==> src/rtl/gf180mcu_fd_sc_mcu9t5v0__nor2_bist.sv <==
// rtl/gf180mcu_fd_sc_mcu9t5v0__nor2_bist.sv - self-test driver/checker for NOR2 cells
// Applies the Gray sequence 00,10,11,01 on the shared {A1,A2} inputs for PASSES
// sweeps, samples every ZN after SETTLE idle cycles and accumulates mismatches.
module gf180mcu_fd_sc_mcu9t5v0__nor2_bist #(
  parameter int N_CELLS = 4,
  parameter int PASSES  = 2,
  parameter int SETTLE  = 1,
  parameter int ERR_W   = 8
) (
`ifdef USE_POWER_PINS
  inout  wire                VDD,
  inout  wire                VSS,
`endif
  input  logic               CLK,
  input  logic               RN,
  input  logic               START,
  input  logic [N_CELLS-1:0] ZN,
  output logic               A1,
  output logic               A2,
  output logic               BUSY,
  output logic               DONE,
  output logic               PASS,
  output logic [ERR_W-1:0]   ERR_CNT,
  output logic [N_CELLS-1:0] FAIL_MAP
);

  localparam int SW = (SETTLE > 1) ? $clog2(SETTLE) : 1;
  localparam int PW = (PASSES > 1) ? $clog2(PASSES) : 1;
  localparam logic [SW-1:0] SETTLE_LAST = SW'((SETTLE > 0) ? SETTLE - 1 : 0);
  localparam logic [PW-1:0] PASS_LAST   = PW'(PASSES - 1);

  typedef enum logic [1:0] {IDLE, SETTLE_W, SAMPLE, FIN} state_e;

  // With no settle time the checker samples on the edge right after driving.
  localparam state_e FIRST_WAIT = (SETTLE == 0) ? SAMPLE : SETTLE_W;

  state_e             state_q, state_d;
  logic               a1_q, a1_d;
  logic               a2_q, a2_d;
  logic               busy_q, busy_d;
  logic               done_q, done_d;
  logic [ERR_W-1:0]   err_cnt_q, err_cnt_d;
  logic [N_CELLS-1:0] fail_map_q, fail_map_d;
  logic [1:0]         vec_q, vec_d;
  logic [PW-1:0]      pass_q, pass_d;
  logic [SW-1:0]      settle_q, settle_d;
  logic [N_CELLS-1:0] mism;
  logic [1:0]         nxt_vec;
  logic [1:0]         drive;

  // Vector index to {A1,A2}: 0->00, 1->10, 2->11, 3->01 (one input toggles per step).
  function automatic logic [1:0] vec_drive(input logic [1:0] idx);
    return {idx[1] ^ idx[0], idx[1]};
  endfunction

  // State and result registers; reset discards any partial run.
  always_ff @(posedge CLK or negedge RN) begin
    if (!RN) begin
      state_q    <= IDLE;
      a1_q       <= 1'b0;
      a2_q       <= 1'b0;
      busy_q     <= 1'b0;
      done_q     <= 1'b0;
      err_cnt_q  <= '0;
      fail_map_q <= '0;
      vec_q      <= '0;
      pass_q     <= '0;
      settle_q   <= '0;
    end else begin
      state_q    <= state_d;
      a1_q       <= a1_d;
      a2_q       <= a2_d;
      busy_q     <= busy_d;
      done_q     <= done_d;
      err_cnt_q  <= err_cnt_d;
      fail_map_q <= fail_map_d;
      vec_q      <= vec_d;
      pass_q     <= pass_d;
      settle_q   <= settle_d;
    end
  end

  // Next-state: start/restart, settle countdown, sample-and-advance.
  always_comb begin
    state_d    = state_q;
    a1_d       = a1_q;
    a2_d       = a2_q;
    busy_d     = busy_q;
    done_d     = done_q;
    err_cnt_d  = err_cnt_q;
    fail_map_d = fail_map_q;
    vec_d      = vec_q;
    pass_d     = pass_q;
    settle_d   = settle_q;
    mism       = ZN ^ {N_CELLS{~(a1_q | a2_q)}};
    nxt_vec    = vec_q + 2'd1;
    drive      = vec_drive(nxt_vec);

    case (state_q)
      IDLE, FIN: begin
        if (START) begin
          err_cnt_d  = '0;
          fail_map_d = '0;
          done_d     = 1'b0;
          busy_d     = 1'b1;
          vec_d      = '0;
          pass_d     = '0;
          settle_d   = '0;
          a1_d       = 1'b0;
          a2_d       = 1'b0;
          state_d    = FIRST_WAIT;
        end
      end
      SETTLE_W: begin
        if (settle_q == SETTLE_LAST) begin
          state_d = SAMPLE;
        end else begin
          settle_d = settle_q + SW'(1);
        end
      end
      SAMPLE: begin
        fail_map_d = fail_map_q | mism;
        if ((|mism) && !(&err_cnt_q)) begin
          err_cnt_d = err_cnt_q + ERR_W'(1);
        end
        if (vec_q == 2'd3 && pass_q == PASS_LAST) begin
          a1_d    = 1'b0;
          a2_d    = 1'b0;
          busy_d  = 1'b0;
          done_d  = 1'b1;
          state_d = FIN;
        end else begin
          vec_d    = nxt_vec;
          a1_d     = drive[1];
          a2_d     = drive[0];
          settle_d = '0;
          if (vec_q == 2'd3) begin
            pass_d = pass_q + PW'(1);
          end
          state_d = FIRST_WAIT;
        end
      end
      default: state_d = IDLE;
    endcase
  end

  assign A1       = a1_q;
  assign A2       = a2_q;
  assign BUSY     = busy_q;
  assign DONE     = done_q;
  assign PASS     = done_q & (err_cnt_q == '0);
  assign ERR_CNT  = err_cnt_q;
  assign FAIL_MAP = fail_map_q;

endmodule

==> config.mk <==
export PLATFORM = sky130hd
export DESIGN_NAME = gf180mcu_fd_sc_mcu9t5v0__nor2_bist
export DESIGN_NICKNAME = d
export VERILOG_FILES = /design/src/rtl/gf180mcu_fd_sc_mcu9t5v0__nor2_bist.sv
export SDC_FILE = /design/constraint.sdc
export NUM_CORES = 1
export LEC_CHECK = 0
export BUFFER_PORTS_ARGS = -buffer_cell sky130_fd_sc_hd__buf_2
export CAP_MARGIN = 15
export CORE_MARGIN = 1
export CORE_UTILIZATION = 28
export DETAILED_ROUTE_END_ITERATION = 6
export GPL_TIMING_DRIVEN = 0
export PLACE_DENSITY = 0.51
export RECOVER_POWER = 50
export SETUP_SLACK_MARGIN = 0.4
export SYNTH_ARGS = -nofsm -noshare
export SYNTH_HDL_FRONTEND = slang
export SYNTH_SLANG_ARGS = --single-unit
==> constraint.sdc <==
create_clock -name CLK -period 4.56 [get_ports CLK]
set_input_delay 0.456 -clock CLK [delete_from_list [all_inputs] [get_ports CLK]]
set_output_delay 0.456 -clock CLK [all_outputs]
set_load 0.01 [all_outputs]
* Word level (Yosys, flattened, before mapping)
Cells that the tools add are included.
Operators by class: add/subtract/negate cells 4, equal/unequal tests 10, mux-type cells 28, bitwise gates (word level) 6, reductions and logical operators 16
Operators with widths (number):
- 2-to-1 mux 8 bit | 2
- one-hot mux 8 bit (2 select lines) | 1
- inequality test 2 bit, second input constant | 6
- 2-to-1 mux 1 bit | 10
- 2-to-1 mux 2 bit | 5
- one-hot mux 1 bit (2 select lines) | 5
- AND reduction 3 bit | 3
- adder 8 x 1 -> 8 bit, second input constant | 1
- zero test 8 bit | 1
- one-hot mux 4 bit (2 select lines) | 1
- AND reduction 8 bit | 1
- equality test 2 bit, second input constant | 3
- one-hot mux 2 bit (3 select lines) | 1
- AND reduction 2 bit | 3
- 2-to-1 mux 4 bit | 1
- OR 4 bit | 1
- one-hot mux 2 bit (2 select lines) | 1
- AND reduction 4 bit | 1
- OR reduction 4 bit | 1
- XOR 4 bit | 1
- one-hot mux 1 bit (3 select lines) | 1
- adder 1 bit, second input constant | 2
- adder 2 x 1 -> 2 bit, second input constant | 1
- equality test 2 x 1 -> 1 bit, second input constant | 1
- other kinds (9) | 10
Storage, ports and cells: flip-flop bits (word level) 22, bits of input ports 7

* Depth between registers and ports, before layout
Gate-level depths: netlist of run 1.
depth in word-level cells 7, gate-level depth with buffers 7, mapped depth without buffers 6

* Least setup slack after synthesis of run 1
OpenSTA, ideal clock, no wires.
path type register to register, start register state_q[0], end register err_cnt_q[6], in the netlist ERR_CNT[6], arrival 1.853 ns, required time 4.466 ns, setup slack 2.613 ns, cell stages (with the launch flop) 8, buffers on the path 2, period minus slack after synthesis 1.947 ns, path through dfrtp_1 > inv_1 > ha_1 > clkbuf_1 > mux2i_1 > buf_2 > nor3_1 > a211oi_1
Between the ends: longest elaborated chain between the ends 4, elaborated cells on any way between the ends 9, classes of those cells eq/ne (4); mux (1); reduce/logical (4)
Ends and longest elaborated chain:
- start: declaration | RTL line 37 | state_e state_q, state_d;
- start signal: assignment | RTL line 70 | state_q <= state_d;
- equality test 2 bit or zero test 2 bit (tied branches) | RTL line 99 | case (state_q)
- OR reduction 2 bit | RTL line 99
- inequality test 2 bit (no line) or nonzero test 2 bit (tied branches)
- AND reduction 3 bit (no line)
- end signal: assignment | RTL line 75 | err_cnt_q <= err_cnt_d;
- end: declaration | RTL line 42 | logic [ERR_W-1:0] err_cnt_q, err_cnt_d;
Several ways; a longest one is shown, not always the timed one. A chain may end at the register's enable or synchronous reset.

* Final worst setup path of run 1
start register state_q[0], end register err_cnt_q[7], in the netlist ERR_CNT[7]
The elaborated chain is that of the path after synthesis.

==> summary.txt, run 1 <==
STA
  – Max Clock Skew: 0.00586 ns
  – Crit share post-route: 0.527
  – Min Hold Slack: 0.390 ns
  – Crit path time final: 2.40 ns
  – Max-slew violations: 0
  – Slew headroom: 0.247
  – Final hold vios: 0
  – Final setup fails: 0
  – Final WS setup: 2.16 ns
  – F_max: 0.416 GHz
  – Setup total negative slack: 0 ns
  – Worst slew pin tran: 1.13 ns
  – RSZ-0062 raised after global routing: no

Pwr
  – Net Sw Power: 332 uW
  – Gate power share: 0.485
  – Peak supply drop: 0.285 mV
  – Sequential Power Share: 0.354
  – Clock share of power: 0.161
  – Switching Share: 0.436
  – Lkg Pwr: 0.000646 uW
  – Int Power: 430 uW
  – Power density over cell area: 523 mW/mm^2

Synth
  – Ys Warns: 0
  – Synth Area in Compound Gates: 0.187
  – Register area share after synthesis: 0.422
  – Mapped Area: 0.00124 mm^2
  – Yosys reg bits: 21
  – Post-synthesis simple-gate area fraction: 0.235
  – Top cell type's share of synthesized area: 0.422
  – Adder-cell share of the synthesized area: 0.0503
  – Synth Instances: 137
  – Synth Area in XOR/XNOR: 0.0352
  – Top cells by area, synth: dfrtp_1 42%, a21oi_1 5.2%, ha_1 5.0%
  – Synth cell types: 38
  – Synth area leader: dfrtp_1
  – Syn_area_per_cell: 9.09 um^2
  – Largest family of logic cells by synthesized area: simple AND/OR/NAND/NOR gates
  – Post-synthesis mux area share: 0.0362
  – Syn_nets: 149

Floorplan
  – Die width: 68.7 um
  – Cell Rows: 23
  – Initial Utilization: 0.300
  – Die Y-Extent: 68.7 um
  – Core Area: 0.00414 mm^2
  – Die area: 0.00472 mm^2
  – I/O Pins: 24

Critical path
  – Required @ worst endpoint: 4.72 ns
  – CP max stage cell: mux2i_1
  – Crit-path cells: inv_1 > ha_1 > clkbuf_1 > mux2i_1 > buf_2 > a21oi_1 > a211oi_1
  – Cells on worst reg2reg path: 7
  – CP Capture Type: register
  – Crit Path Class: register to register
  – CP Max Fanout: 10
  – Max incr delay on CP: 0.63 ns
  – Critical Path AT: 2.57 ns
  – Startpoint types: register

Detailed routing
  – Routed wire length: 2940 um
  – Drc violations: 0
  – Post-DRT Antenna Nets: 0
  – DR pass1 iterations: 4
  – Via count: 1,142
  – Routed WL per cell: 13.8 um
  – Via-to-Cell Ratio: 5.34
  – Starting DRC count in detailed routing: 66

Clock network
  – Clk_lat worst skew: 0.26 ns
  – Resized cells post-CTS: 0
  – Number of setup buffers added after CTS: 0
  – Root Driver: clkbuf_8
  – Sink Count: 21
  – CTS tree: built
  – H-tree depth: 1
  – Clock slew at reported path FFs: 0.08 ns
  – CTS Hold Buffers Added: 0
  – TritonCTS Buffers: 3
  – Max clock buf depth: 2

Final layout
  – Commonest non-fill, non-tap cell in the layout: dfrtp_1
  – Final instance area: 0.00146 mm^2
  – Fin nets: 177
  – Antenna cell count: 0
  – Layout cells sized above 1: 0.140
  – Area grow syn2layout: 17.0%
  – Fin util: 0.351
  – Most frequent cells in the layout: 21 x dfrtp_1, 15 x nand2_1, 15 x buf_2
  – Layout filler cell count: 448

Hold path
  – Hold Crit Class: input pin to async pin

GRT
  – Initial antenna violation count: 0
  – Total grt overflow: 0
  – Largest net degree at the start of global routing: 22
  – Vias in the first global route: 1,051
  – First-pass GRT wire length: 4670 um
  – Gr usage total: 0.136

Placement
  – Pre-CTS setup slack: 2.15 ns
  – GP Congestion: 0.834
  – Placed cell area: 0.00142 mm^2
  – # port buffers: 23
  – DP HPWL: 2160 um

Job
  – MaxCap Viol Count: 0

Run status
  – Status: finished clean
final timing paths:
| kind | start | slack (ns) | to |
|---|---|---|---|
| min | RN | 0.39 | ERR_CNT[4] |
| min in group CLK | START | 0.45 | state_q[1] |
| max in group asynchronous | RN | 3.49 | A2 |
| max reg2reg | state_q[0] | 2.16 | ERR_CNT[7] |
| max | state_q[0] | 2.16 | ERR_CNT[7] |
| min reg2reg | FAIL_MAP[0] | 0.50 | FAIL_MAP[0] |
cell type report:
cell class                      count  area, um^2  area share
Buffer                              5        20.0      0.0137
Tap cell                           50        62.6      0.0430
Clock buffer                        4        45.0      0.0309
Inverter                            6        22.5      0.0155
Multi-Input combinational cell    105         677       0.465
Sequential cell                    21         526       0.361
Timing Repair Buffer               23         104      0.0713
state kept, by name (all words and copies together), names as in the netlist, 2 cells and up:
signal	flops
FAIL_MAP	4
ERR_CNT	8
vec_q	2
state_q	2
cell usage after synthesis:
library cell,number
dfrtp_1,21
nand2_1,15
a21oi_1,13
nor2_1,13
inv_1,6
ha_1,5
a31oi_1,4
clkbuf_1,4
nor3b_1,4
xor2_1,4
a211oi_1,3
and2_1,3
mux2i_1,3
nand3_1,3
nand4_1,3
nor3_1,3
o21ai_0,3
a221o_1,2
a22o_1,2
and4_1,2
nor2b_1,2
o221ai_1,2
or4_1,2
a21o_1,1
a311o_1,1
a31o_2,1
a41oi_1,1
and2_4,1
and3_1,1
buf_2,1
mux2_4,1
nand2b_1,1
nor2_2,1
nor4_1,1
o22ai_1,1
o31a_1,1
or4_4,1
xnor2_1,1
metrics by stage:
stage	instances	power [uW]
after CTS	214	781
after global placement	210	643
after detailed placement	210	653
final	214	762
after global routing	214	833
after floorplan	137	541
per-layer routing:
metal / up-vias / global-route usage / share of wire
met3: 2 / 0.0345 / 0.048
met5: - / 0 / 0
met4: 0 / 0.0391 / 0.0034
met2: 24 / 0.225 / 0.48
met1: 557 / 0.173 / 0.47
li1: 559 / - / -
cell families after synthesis:
| logic type | count (synthesis) |
|---|---|
| muxes | 4 |
| AOI/OAI and AO/OA | 35 |
| DFF | 21 |
| xor gates and xnor gates | 5 |
| adders and majority gates | 5 |
| buffers and inverters | 11 |
| and+or+nand+nor | 56 |
worst max-delay path: cells and delay by family, from the launching register on:
| family | cells | cell delay [ns] |
|---|---|---|
| buffers and inverters | 3 | 0.67 |
| multiplexers | 1 | 0.63 |
| flip-flops | 1 | 0.37 |
| AO/OA/AOI/OAI | 2 | 0.36 |
| adder cells (fa/ha/maj) | 1 | 0.27 |
power groups by stage:
stage | Sequential [uW] | Clock [uW] | Combinational (uW)
final | 270 | 123 | 370
after global routing | 276 | 138 | 420
after CTS | 269 | 130 | 381
after detailed placement | 273 | 0 | 380
after global placement | 271 | 0 | 372
after floorplan | 281 | 0 | 260
No activity file was read; power rests on OpenSTA's default activity.
==> run 2, diff against run 1 <==
PLACE_DENSITY = 0.53   (was 0.51)
clock period = 2 ns   (was 4.56 ns; I/O delays follow)
==> run 2 against run 1 <==
Sequential cell count stayed put. Final cell count increased by 7.0%. Setup slack got worse by 1.9 ns. Maximum frequency grew 38%. Global-route usage grew 2.3 points. Critical endpoint is now ERR_CNT[5]. Largest cell class unchanged.
==> summary.txt, run 2 (synthesized netlist as in run 1, its figures left out) <==
Critical path
  – CP max stage cell: dfrtp_1 (was mux2i_1)
  – R2r startpoint: state_q[1] (was state_q[0])
  – R2r endpoint: ERR_CNT[5] (was ERR_CNT[7])
  – Critical Path AT: 1.90 ns (was 2.57 ns)
  – CP Max Fanout: 7 (was 10)
  – Register-to-register setup slack: 0.25 ns (was 2.16 ns)
  – Startpoint types: register (unchanged)
  – CP Capture Type: register (unchanged)
  – Max incr delay on CP: 0.42 ns (was 0.63 ns)
  – Top delay family on crit path: flip-flops (was buffers and inverters)
  – Crit-path cells: ha_4 > buf_8 > mux2i_4 > buf_6 > nor3b_2 > a311o_1 (was inv_1 > ha_1 > clkbuf_1 > mux2i_1 > buf_2 > a21oi_1 > a211oi_1)
  – Crit Path Class: register to register (unchanged)
  – Required @ worst endpoint: 2.16 ns (was 4.72 ns)
  – Cells on worst reg2reg path: 6 (was 7)
  – Critical path buffer and inverter count: 2 (was 3)

GRT
  – Initial antenna violation count: 0 (unchanged)
  – Gr usage total: 0.158 (was 0.136)
  – Vias in the first global route: 1,162 (was 1,051)
  – Total grt overflow: 0 (unchanged)
  – First-pass GRT wire length: 5350 um (was 4670 um)
  – Largest net degree at the start of global routing: 22 (unchanged)

Clock network
  – Clock slew at reported path FFs: 0.09 ns (was 0.08 ns)
  – Root Driver: clkbuf_8 (unchanged)
  – Sink Count: 21 (unchanged)
  – Clk_lat worst skew: 0.27 ns (was 0.26 ns)
  – Max clock buf depth: 2 (unchanged)
  – TritonCTS Buffers: 3 (unchanged)
  – CTS tree: built (unchanged)
  – H-tree depth: 1 (unchanged)

Floorplan
  – Die Y-Extent: 68.7 um (unchanged)
  – Core Area: 0.00414 mm^2 (unchanged)
  – Die width: 68.7 um (unchanged)
  – I/O Pins: 24 (unchanged)
  – Cell Rows: 23 (unchanged)
  – Initial Utilization: 0.300 (unchanged)
  – Die area: 0.00472 mm^2 (unchanged)

Final layout
  – Layout cells sized above 1: 0.352 (was 0.140)
  – Antenna cell count: 0 (unchanged)
  – Number of flip-flops in the largest register: 8 (unchanged)
  – Fin nets: 192 (was 177)
  – Finished Layout Cells: 229 (was 214)
  – Most frequent cells in the layout: 20 x dfrtp_1, 14 x nand2_1, 14 x buf_2 (was 21 x dfrtp_1, 15 x nand2_1, 15 x buf_2)
  – Commonest non-fill, non-tap cell in the layout: dfrtp_1 (unchanged)
  – Area grow syn2layout: 39.5% (was 17.0%)

Pwr
  – Lkg Pwr: 0.000767 uW (was 0.000646 uW)
  – Power density over cell area: 1360 mW/mm^2 (was 523 mW/mm^2)
  – Peak supply drop: 0.643 mV (was 0.285 mV)

Hold path
  – Hold wc startpoint: START
  – Hold Crit Class: input pin to register (was input pin to async pin)
  – Hold EP: state_q[1]
  – Hold Path Stages: 2

STA
  – Final hold vios: 0 (unchanged)
  – F_max: 0.573 GHz (was 0.416 GHz)
  – Final setup fails: 0 (unchanged)
  – Crit share post-route: 0.873 (was 0.527)
  – Crit path time final: 1.75 ns (was 2.40 ns)
  – RSZ-0062 raised after global routing: yes (was no)
  – Worst slew pin tran: 1.17 ns (was 1.13 ns)
  – Slew headroom: 0.220 (was 0.247)
  – Max Clock Skew: 0.00768 ns (was 0.00586 ns)
  – Setup total negative slack: 0 ns (unchanged)
  – Max-slew violations: 0 (unchanged)

Placement
  – DP HPWL: 2290 um (was 2160 um)
  – GP Congestion: 0.835 (was 0.834)
  – # port buffers: 23 (unchanged)
  – Placed cell count: 210 (unchanged)

Run status
  – Status: finished clean (unchanged)

Detailed routing
  – Starting DRC count in detailed routing: 167 (was 66)
  – Post-DRT Antenna Nets: 0 (unchanged)
  – Via count: 1,228 (was 1,142)
  – DR pass1 iterations: 4 (unchanged)
  – Via-to-Cell Ratio: 5.36 (was 5.34)
  – Routed wire length: 3490 um (was 2940 um)
  – Routed WL per cell: 15.2 um (was 13.8 um)
  – Drc violations: 0 (unchanged)

Job
  – MaxCap Viol Count: 0 (unchanged)
## run 2: cell count changes in the layout (fill, tap and decap cells not counted), moves of 3 or more
| cell | before | now |
|---|---|---|
| nor2_4 | 0 | 3 |
| inv_2 | 0 | 3 |
| inv_1 | 6 | 3 |
| clkbuf_1 | 14 | 10 |
| buf_4 | 0 | 10 |
| buf_6 | 0 | 4 |
## run 2: worst max-delay path by stage
stage,startpoint,to,slack [ns],cells after the start
floorplan,ZN[1],ERR_CNT[5],0.37,4
global route,state_q[0],ERR_CNT[6],0.17,7
detailed placement,state_q[0],ERR_CNT[6],0.09,6
global placement,state_q[1],ERR_CNT[7],0.14,6
finish,state_q[1],ERR_CNT[5],0.25,6
CTS,state_q[1],ERR_CNT[1],0.23,6
## run 2: cell type report
cell class / instances / area [um^2]
Multi-Input combinational cell: 105 / 791
Buffer: 5 / 45.0
Tap cell: 50 / 62.6
Fill cell: 431 / 2410
Timing Repair Buffer: 38 / 243
Inverter: 6 / 22.5
Sequential cell: 21 / 527
Clock inverter: 1 / 5.00
Clock buffer: 3 / 41.3
## run 2: worst register-to-register path: cells and delay by family (launching register included)
| family | cells | cell delay, ns |
|---|---|---|
| AO/OA/AOI/OAI | 1 | 0.30 |
| multiplexers | 1 | 0.36 |
| AND/OR/NAND/NOR | 1 | 0.03 |
| buffers and inverters | 2 | 0.26 |
| adder cells (fa/ha/maj) | 1 | 0.28 |
| flip-flops | 1 | 0.42 |
## run 2: layer usage
layer,vias up,share of wire,wire length [um],GRT usage
li1,589,-,-,-
met1,600,0.44,1530,0.188
met2,35,0.50,1750,0.270
met3,4,0.050,176,0.0411
met4,0,0.0089,31,0.0651
met5,-,0,0,0
## run 2: stage by stage
step / cell area [um^2] / hold slack, ns / worst slack [ns] / power (uW) / util
global placement: 1470 / 0.191 / 0.140 / 1580 / 0.354
CTS: 1680 / 0.223 / 0.231 / 2270 / 0.405
detailed placement: 1470 / 0.195 / 0.0927 / 1610 / 0.354
finish: 1740 / 0.223 / 0.255 / 2360 / 0.419
floorplan: 1290 / -0.0956 / 0.372 / 1350 / -
global route: 1740 / 0.252 / 0.174 / 2550 / 0.419
## run 2: power by group
group	switching [uW]	leakage, uW	internal (uW)	total [uW]
Sequential	91.8	0.000273	531	623
Clock	155	0.0000255	139	295
Combinational	720	0.000468	726	1450
## run 2: what timing repair did
item                                    4_1_cts  5_1_grt
endpoints found under the setup margin       20       21
resized for setup                            15       14
pin swaps                                     5        4
setup buffers                                11        3
hold buffers                                  1        0
hold endpoints to repair                     21        0
==> run 3, diff against run 2 <==
==> constraint.sdc (replaced) <==
create_clock -name CLK -period 2 [get_ports CLK]
set_input_delay 0.4 -clock CLK [delete_from_list [all_inputs] [get_ports CLK]]
set_output_delay 0.4 -clock CLK [all_outputs]
set_load 0.01 [all_outputs]
==> run 3 against run 2 <==
Die area unchanged. Global-route usage up 0.34 points. Utilization about the same. Final cell count up 1.7%. Register-to-register slack worse by 0.02 ns. Sequential cell count unchanged. Clock-buffer cell count unchanged. Wire length up 2.7%. Clock skew down 0.0046 ns. Worst hold slack better by 0.12 ns. Clock power down 2%. First-iteration DRC count down 11%.
==> summary.txt, run 3 (synthesized netlist as in run 1, its figures left out) <==
Run status
  – Status: finished clean (unchanged)

Detailed routing
  – DR pass1 iterations: 4 (unchanged)
  – Starting DRC count in detailed routing: 149 (was 167)
  – Routed wire length: 3580 um (was 3490 um)
  – Post-DRT Antenna Nets: 0 (unchanged)
  – Via-to-Cell Ratio: 5.42 (was 5.36)
  – Routed WL per cell: 15.4 um (was 15.2 um)
  – Via count: 1,263 (was 1,228)
  – Drc violations: 0 (unchanged)

STA
  – Final WS setup: 0.230 ns (was 0.255 ns)
  – Setup total negative slack: 0 ns (unchanged)
  – Slew headroom: 0.222 (was 0.220)
  – Crit share post-route: 0.885 (was 0.873)
  – Final hold vios: 0 (unchanged)
  – Final setup fails: 0 (unchanged)
  – F_max: 0.565 GHz (was 0.573 GHz)
  – Worst slew pin tran: 1.17 ns (about the same)
  – Max Clock Skew: 0.00303 ns (was 0.00768 ns)
  – Max-slew violations: 0 (unchanged)
  – Crit path time final: 1.77 ns (was 1.75 ns)
  – RSZ-0062 raised after global routing: yes (unchanged)

Critical path
  – CP Capture Type: register (unchanged)
  – Required @ worst endpoint: 2.16 ns (about the same)
  – Crit Path Class: register to register (unchanged)
  – Startpoint types: register (unchanged)
  – Register-to-register setup slack: 0.23 ns (was 0.25 ns)
  – Critical Path AT: 1.93 ns (was 1.90 ns)
  – Cells on worst reg2reg path: 6 (unchanged)
  – R2r endpoint: ERR_CNT[3] (was ERR_CNT[5])
  – R2r startpoint: state_q[1] (unchanged)
  – CP Max Fanout: 8 (was 7)

Pwr
  – Clock share of power: 0.122 (was 0.125)
  – Int Power: 1380 uW (was 1400 uW)
  – Peak supply drop: 0.638 mV (was 0.643 mV)
  – Lkg Pwr: 0.000774 uW (was 0.000767 uW)
  – Gate power share: 0.617 (was 0.612)
  – Switching Share: 0.415 (was 0.409)
  – Net Sw Power: 978 uW (was 967 uW)
  – Power density over cell area: 1360 mW/mm^2 (about the same)
  – Sequential Power Share: 0.261 (was 0.263)

Placement
  – DP HPWL: 2290 um (about the same)
  – # port buffers: 23 (unchanged)
  – GP Congestion: 0.812 (was 0.835)
  – Pre-CTS setup slack: 0.0441 ns (was 0.0927 ns)

Floorplan
  – I/O Pins: 24 (unchanged)
  – Cell Rows: 23 (unchanged)
  – Die area: 0.00472 mm^2 (unchanged)
  – Initial Utilization: 0.300 (unchanged)
  – Core Area: 0.00414 mm^2 (unchanged)
  – Die Y-Extent: 68.7 um (unchanged)
  – Die width: 68.7 um (unchanged)

Hold path
  – Hold Crit Class: input pin to async pin (was input pin to register)

GRT
  – Initial antenna violation count: 0 (unchanged)
  – Vias in the first global route: 1,130 (was 1,162)
  – Total grt overflow: 0 (unchanged)
  – Gr usage total: 0.162 (was 0.158)
  – Largest net degree at the start of global routing: 22 (unchanged)
  – First-pass GRT wire length: 5530 um (was 5350 um)

Final layout
  – Commonest non-fill, non-tap cell in the layout: dfrtp_1 (unchanged)
  – Most frequent cells in the layout: 20 x dfrtp_1, 16 x buf_4, 15 x nand2_1 (was 20 x dfrtp_1, 14 x nand2_1, 14 x buf_2)
  – Area grow syn2layout: 39.4% (was 39.5%)
  – Number of flip-flops in the largest register: 8 (unchanged)
  – Layout cells sized above 1: 0.350 (was 0.352)
  – Fin nets: 196 (was 192)
  – Antenna cell count: 0 (unchanged)
  – Layout filler cell count: 434 (was 431)

Clock network
  – Sink Count: 21 (unchanged)
  – Root Driver: clkbuf_8 (unchanged)
  – TritonCTS Buffers: 3 (unchanged)
  – Clock slew at reported path FFs: 0.08 ns (was 0.09 ns)
  – Max clock buf depth: 2 (unchanged)
  – H-tree depth: 1 (unchanged)
  – CTS tree: built (unchanged)
  – Clk_lat worst skew: 0.27 ns (about the same)

Job
  – MaxCap Viol Count: 0 (unchanged)
-- run 3: cell count changes in the layout (fill, tap and decap cells not counted), sizes merged --
cell         change
buf              +4
dlygate4sd3      -1
nor2             +1
-- run 3: metrics by stage --
| stage | area [um^2] | total power (uW) | utilization | hold slack (ns) | std cells |
|---|---|---|---|---|---|
| final | 1740 | 2360 | 0.419 | 0.341 | 233 |
| after global routing | 1740 | 2540 | 0.419 | 0.439 | 233 |
| after CTS | 1640 | 2150 | 0.396 | 0.106 | 226 |
| after detailed placement | 1460 | 1630 | 0.353 | 0.399 | 210 |
| after global placement | 1460 | 1590 | 0.353 | 0.388 | 210 |
| after floorplan | 1280 | 1360 | - | 0.104 | 137 |
-- run 3: power groups by stage --
| stage | Clock (uW) | Combinational (uW) | Sequential (uW) |
|---|---|---|---|
| after global routing | 317 | 1600 | 628 |
| after floorplan | 0 | 720 | 640 |
| after CTS | 299 | 1240 | 606 |
| after detailed placement | 0 | 1000 | 623 |
| after global placement | 0 | 973 | 618 |
| final | 288 | 1460 | 617 |
-- run 3: how the worst max path moves through the flow --
stage                    start         end  slack, ns  cells past startpoint
CTS                 state_q[0]  ERR_CNT[3]       0.20                      7
finish              state_q[1]  ERR_CNT[3]       0.23                      6
global placement         ZN[1]  ERR_CNT[3]       0.05                      5
global route        state_q[1]  ERR_CNT[6]       0.15                      6
floorplan                ZN[1]  ERR_CNT[3]       0.23                      4
detailed placement       ZN[1]  ERR_CNT[3]       0.04                      5
-- run 3: layout make-up --
class	count	area [um^2]	share of cell area
Clock inverter	1	5.00	0.00288
Sequential cell	21	527	0.304
Inverter	6	22.5	0.0130
Buffer	5	46.3	0.0267
Tap cell	50	62.6	0.0360
Timing Repair Buffer	41	253	0.146
Multi-Input combinational cell	106	778	0.448
Clock buffer	3	41.3	0.0238
-- run 3: what timing repair did --
action | 4_1_cts | 5_1_grt
resized for setup | 11 | 14
pin swaps | 7 | 7
hold buffers | 0 | 0
cloned | 0 | 1
setup endpoints to repair | 20 | 20
buffers inserted | 12 | 6
-- run 3: routing by layer --
| layer | wire, um | vias to the layer above | GRT usage | part of all wire |
|---|---|---|---|---|
| li1 | - | 599 | - | - |
| met3 | 250 | 6 | 0.0444 | 0.070 |
| met4 | 27 | 0 | 0.0495 | 0.0075 |
| met5 | 0 | - | 0 | 0 |
| met1 | 1530 | 607 | 0.208 | 0.43 |
| met2 | 1770 | 51 | 0.262 | 0.49 |
-- run 3: worst max-delay path, cell delays in order, from the launching register on --
cell     delay [ns]
dfrtp_1        0.43
ha_4           0.26
buf_8          0.12
mux2i_4        0.22
buf_6          0.16
buf_4          0.13
a221o_1        0.33
